$ cat config.mk
export PLATFORM = sky130hd
export DESIGN_NAME = alu_entry_sequencer
export DESIGN_NICKNAME = d
export VERILOG_FILES = /design/src/rtl/alu_entry_sequencer.sv
export SDC_FILE = /design/constraint.sdc
export NUM_CORES = 1
export LEC_CHECK = 0
export ABC_AREA = 1
export BUFFER_PORTS_ARGS = -buffer_cell sky130_fd_sc_hd__buf_2
export CORE_ASPECT_RATIO = 0.6
export CORE_MARGIN = 1.5
export CORE_UTILIZATION = 30
export DETAILED_ROUTE_END_ITERATION = 6
export GPL_ROUTABILITY_DRIVEN = 0
export GPL_TIMING_DRIVEN = 0
export PLACE_DENSITY_LB_ADDON = 0.08
export SYNTH_ARGS = -nofsm -noshare
export SYNTH_HDL_FRONTEND = slang
export SYNTH_SLANG_ARGS = --single-unit
$ cat constraint.sdc
create_clock -name CLK100MHZ -period 1.6 [get_ports CLK100MHZ]
set_clock_uncertainty 0.05 [all_clocks]
set_input_delay 0.32 -clock CLK100MHZ [delete_from_list [all_inputs] [get_ports CLK100MHZ]]
set_output_delay 0.32 -clock CLK100MHZ [all_outputs]
set_load 0.01 [all_outputs]
$ cat src/rtl/alu_entry_sequencer.sv
// alu_entry_sequencer: front-panel entry controller for the ALU operand bank.
// Turns enter/back button presses into one-cycle load strobes for the five
// bank registers (A lo, A hi, B lo, B hi, opcode) and reports the entry stage.
//
// Build option: ENTRY_DEBOUNCE_EN inserts a per-button counter filter of
// DEBOUNCE_CYCLES between the synchronizer and the edge detector. Without it
// the edge detector reads the synchronizer output directly.
//
// state  | meaning
// -------+-----------------------------------------------
// S_A_LO | waiting for A low byte  (enter loads bank 0)
// S_A_HI | waiting for A high byte (enter loads bank 1)
// S_B_LO | waiting for B low byte  (enter loads bank 2)
// S_B_HI | waiting for B high byte (enter loads bank 3)
// S_OP   | waiting for opcode      (enter loads bank 4)
// S_SHOW | operation complete, result_valid high
module alu_entry_sequencer #(
  parameter int unsigned DEBOUNCE_CYCLES = 1_000_000,
  parameter int unsigned CNT_W           = $clog2(DEBOUNCE_CYCLES + 1)
) (
  input  logic       CLK100MHZ,
  input  logic       CPU_RESETN,
  input  logic       btn_enter,
  input  logic       btn_back,
  output logic [4:0] load,
  output logic [2:0] stage,
  output logic [5:0] stage_onehot,
  output logic       result_valid
);

  typedef enum logic [2:0] {
    S_A_LO = 3'd0,
    S_A_HI = 3'd1,
    S_B_LO = 3'd2,
    S_B_HI = 3'd3,
    S_OP   = 3'd4,
    S_SHOW = 3'd5
  } state_t;

  // A zero-length filter makes no sense; catch it at elaboration.
  if (DEBOUNCE_CYCLES < 1 || CNT_W < 1) begin : g_param_check
    $error("alu_entry_sequencer: DEBOUNCE_CYCLES and CNT_W must be at least 1");
  end

  // Bit 0 carries enter, bit 1 carries back through the conditioning path.
  logic [1:0] btn_raw;
  logic [1:0] sync1;
  logic [1:0] sync2;
  logic [1:0] level;
  logic [1:0] level_prev;
  logic [1:0] press;

  assign btn_raw = {btn_back, btn_enter};

  // Two-stage synchronizer for the asynchronous button inputs.
  always_ff @(posedge CLK100MHZ or negedge CPU_RESETN) begin
    if (!CPU_RESETN) begin
      sync1 <= '0;
      sync2 <= '0;
    end else begin
      sync1 <= btn_raw;
      sync2 <= sync1;
    end
  end

`ifdef ENTRY_DEBOUNCE_EN
  localparam logic [CNT_W-1:0] CNT_LAST = CNT_W'(DEBOUNCE_CYCLES - 1);

  logic [CNT_W-1:0] db_cnt [2];
  logic [1:0]       filt;

  // Accept a new level only after it has differed from the filtered level on
  // DEBOUNCE_CYCLES consecutive edges; any return to the old level restarts.
  always_ff @(posedge CLK100MHZ or negedge CPU_RESETN) begin
    if (!CPU_RESETN) begin
      filt <= '0;
      for (int i = 0; i < 2; i++) db_cnt[i] <= '0;
    end else begin
      for (int i = 0; i < 2; i++) begin
        if (sync2[i] == filt[i]) begin
          db_cnt[i] <= '0;
        end else if (db_cnt[i] == CNT_LAST) begin
          filt[i]   <= sync2[i];
          db_cnt[i] <= '0;
        end else begin
          db_cnt[i] <= db_cnt[i] + CNT_W'(1);
        end
      end
    end
  end

  assign level = filt;
`else
  assign level = sync2;
`endif

  // Previous accepted level; reset to 0 so a button held through reset
  // release still produces one press.
  always_ff @(posedge CLK100MHZ or negedge CPU_RESETN) begin
    if (!CPU_RESETN) level_prev <= '0;
    else             level_prev <= level;
  end

  assign press = level & ~level_prev;

  logic   go_enter;
  logic   go_back;
  state_t state_q;
  state_t state_d;
  logic [4:0] load_d;

  // Simultaneous enter and back cancel each other.
  assign go_enter = press[0] & ~press[1];
  assign go_back  = press[1] & ~press[0];

  // Next-state and load strobe decode.
  always_comb begin
    state_d = state_q;
    load_d  = '0;
    case (state_q)
      S_A_LO: begin
        if (go_enter) begin
          state_d = S_A_HI;
          load_d  = 5'b00001;
        end
      end
      S_A_HI: begin
        if (go_enter) begin
          state_d = S_B_LO;
          load_d  = 5'b00010;
        end else if (go_back) begin
          state_d = S_A_LO;
        end
      end
      S_B_LO: begin
        if (go_enter) begin
          state_d = S_B_HI;
          load_d  = 5'b00100;
        end else if (go_back) begin
          state_d = S_A_HI;
        end
      end
      S_B_HI: begin
        if (go_enter) begin
          state_d = S_OP;
          load_d  = 5'b01000;
        end else if (go_back) begin
          state_d = S_B_LO;
        end
      end
      S_OP: begin
        if (go_enter) begin
          state_d = S_SHOW;
          load_d  = 5'b10000;
        end else if (go_back) begin
          state_d = S_B_HI;
        end
      end
      S_SHOW: begin
        if (go_enter)     state_d = S_A_LO;
        else if (go_back) state_d = S_OP;
      end
      default: state_d = S_A_LO;
    endcase
  end

  // State and registered outputs, all derived from the next state so they
  // change on the same edge.
  always_ff @(posedge CLK100MHZ or negedge CPU_RESETN) begin
    if (!CPU_RESETN) begin
      state_q      <= S_A_LO;
      load         <= '0;
      stage_onehot <= 6'b000001;
      result_valid <= 1'b0;
    end else begin
      state_q      <= state_d;
      load         <= load_d;
      stage_onehot <= 6'b000001 << state_d;
      result_valid <= (state_d == S_SHOW);
    end
  end

  assign stage = state_q;

endmodule
==> qor.txt <==
Slew @ Worst Pin = 428 ps
Vias = 542
Clock-pin slew on the worst setup and hold paths = 70 ps
Largest net degree at the start of global routing = 21
Skew-Pair Late Insertion Delay = 250 ps
Register bit total from synthesis = 20
Crit Path Max Fanout = 5
Min cycle time layout = 1420 ps
Max Cap Violations = 0
CP top delay family = simple AND/OR/NAND/NOR gates
Total track usage = 11.0%
CTS sink cnt = 20
Die Ht = 42.2 µm
GRT overflow = 0
Ports = 19
Reg2reg start = stage[2]
Mapped Area = 768 µm²
Status = finished clean
Cells after Synth = 79
Worst path cell trace = inv_1 -> nand3_1 -> nand2_1 -> nor2_2 -> nor2_2 -> nand3_2 -> nand2_1 -> nor2_1
HP Class = primary input to flop
Crit path arrival time = 1510 ps
FF-to-FF setup slack = 180 ps
P_leak = 0.568 nW
DRT iter0 DRCs = 14
Num CTS Buffers = 3
Worst hold start = btn_back
PwrDens = 1580 nW/µm²
Fin crit share = 88.6%
Worst Setup End Kind = flop
CTS tree = done
CP required = 1690 ps
Post-cts gate resize count = 0
CP Launch Point = stage[2]
Setup Buffers After CTS = 0
Endpoints failing hold = 0
H-tree depth = 1
First-pass GRT wire length = 2.21 mm
Syn avg cell area = 9.72 µm²
Wire length per cell = 10.3 µm
Critical path class = flop to flop
Worst path slowest cell = dfrtp_1
Hold WS = 115 ps
Synth area leaders = dfrtp_1 62%, nand2_1 7.3%, nor2_1 6.4%
WHS Endpoint = sync1[1]
P&R area growth vs syn = 25.1%
Final Non-Filler Cells = 132
CTS max path bufs = 2
Initial Util = 33.5%
RSZ-0062 raised after global routing = false
Clock root cell = clkbuf_8
Via density = 4.11
Layout cells sized above 1 = 34.3%
WP buf/inv = 1
Synth area leader = dfrtp_1
Fmax = 705 MHz
Final nets = 107
FILL cells = 237
Worst Hold Depth = 1
Sequential share of power = 44.1%
Synth top area share = 61.9%
Die area = 2880 µm²
Power Internal = 0.000999 W
Core box area = 2290 µm²
Reg2reg end = stage_onehot[4]
Peak supply drop = 786 µV
R2R depth = 8
Ys Warns = 0
Placed insts = 127
Delay of the slowest critical-path stage = 440 ps
Comb power frac = 31.2%
Sequential area share after synthesis = 65.3%
Switching Share = 34.4%
Slew Limit Fails = 0
Drt total wl = 1.37 mm
Relative slew slack = 71.4%
Yosys cell types = 14
Pre-Repair DR Iteration Count = 4
DP Wirelength = 1.04 mm
Antenna violation net count after detailed routing = 0
Setup violations, final = 0
Cts-stage hold buffer count = 1
Switching power = 0.000523 W
FP Rows = 13
Port bufs = 18
Crit path launch type = flop
Clock Power Share = 24.7%
Number of global-route vias before repair = 496
Antenna violations before repair = 0
Setup Total Neg Slack = 0 ps
Die Width = 68.3 µm
Drt drc = 0
Synthesized Nets = 83
ANT cells = 0
==> metal layers <==
layer / wire length (µm) / up-vias / part of all wire [%] / GRT usage [%]
li1: - / 286 / - / -
met1: 722 / 236 / 53 / 15.3
met2: 519 / 18 / 38 / 14.2
met3: 116 / 2 / 8.5 / 6.99
met4: 7 / 0 / 0.51 / 2.40
met5: 0 / - / 0 / 0
==> stage by stage <==
stage	setup WS, ps	utilization [%]	cell area (µm²)	total power, W
6_report	182	41.9	961	0.00152
5_1_grt	54.9	41.9	961	0.00164
4_1_cts	178	41.9	961	0.00155
3_5_place_dp	194	39.1	896	0.00116
3_3_place_gp	223	39.1	896	0.00115
2_1_floorplan	338	-	768	0.000992
==> synth_stat cells <==
| cell | n |
|---|---|
| dfrtp_1 | 19 |
| nand2_1 | 15 |
| nor2_1 | 13 |
| inv_1 | 10 |
| nand3_1 | 6 |
| inv_2 | 3 |
| nand3_2 | 3 |
| nor2_2 | 3 |
| nand2_2 | 2 |
| a21oi_1 | 1 |
| buf_4 | 1 |
| clkinv_1 | 1 |
| dfstp_2 | 1 |
| nor3_1 | 1 |
==> power groups by stage <==
stage / Clock [W] / Sequential (W) / Combinational [W]
2_1_floorplan: 0 / 0.000720 / 0.000273
3_3_place_gp: 0 / 0.000678 / 0.000474
3_5_place_dp: 0 / 0.000682 / 0.000474
4_1_cts: 0.000395 / 0.000673 / 0.000479
5_1_grt: 0.000418 / 0.000687 / 0.000533
6_report: 0.000376 / 0.000671 / 0.000474
==> cells in the final DEF, fill, tap and decap left out <==
| cell type | Yosys | routed |
|---|---|---|
| dlygate4sd3_1 | 0 | 1 |
| nor2_1 | 13 | 13 |
| nand3_2 | 3 | 3 |
| nand2_1 | 15 | 15 |
| a21oi_1 | 1 | 1 |
| nand3_1 | 6 | 6 |
| clkbuf_8 | 0 | 4 |
| dfstp_2 | 1 | 1 |
| nor3_1 | 1 | 1 |
| inv_2 | 3 | 3 |
| clkinv_1 | 1 | 1 |
| inv_1 | 10 | 10 |
| dfrtp_1 | 19 | 19 |
| nand2_2 | 2 | 2 |
| buf_4 | 1 | 1 |
| buf_2 | 0 | 18 |
| nor2_2 | 3 | 3 |
==> kinds of logic after synthesis <==
family	count (synthesis)	share of synthesized area, %
compound gates	1	0.651
buf+inv	15	7.82
flops	20	65.3
simple gates	43	26.2
==> worst max path at each step <==
| stage | to | slack (ps) | cells after the start |
|---|---|---|---|
| floorplan | result_valid | 340 | 8 |
| global placement | stage_onehot[4] | 220 | 8 |
| detailed placement | stage_onehot[4] | 190 | 8 |
| CTS | stage_onehot[4] | 180 | 8 |
| global route | result_valid | 50 | 8 |
| finish | stage_onehot[4] | 180 | 8 |
==> flip-flops by register name (all words and copies together) (netlist names) <==
register	count
level	2
level_prev	2
load	5
result_valid	1
stage	3
stage_onehot	5
sync1	2
==> area by class of cell <==
type | count | area, µm² | share of cell area, %
Clock buffer | 4 | 55.1 | 5.73
Tap cell | 30 | 37.5 | 3.91
Timing Repair Buffer | 19 | 100 | 10.4
Inverter | 14 | 52.6 | 5.47
Multi-Input combinational cell | 44 | 206 | 21.5
Sequential cell | 20 | 502 | 52.2
Buffer | 1 | 7.51 | 0.781
Note: power is estimated with default switching activity, not from simulation.
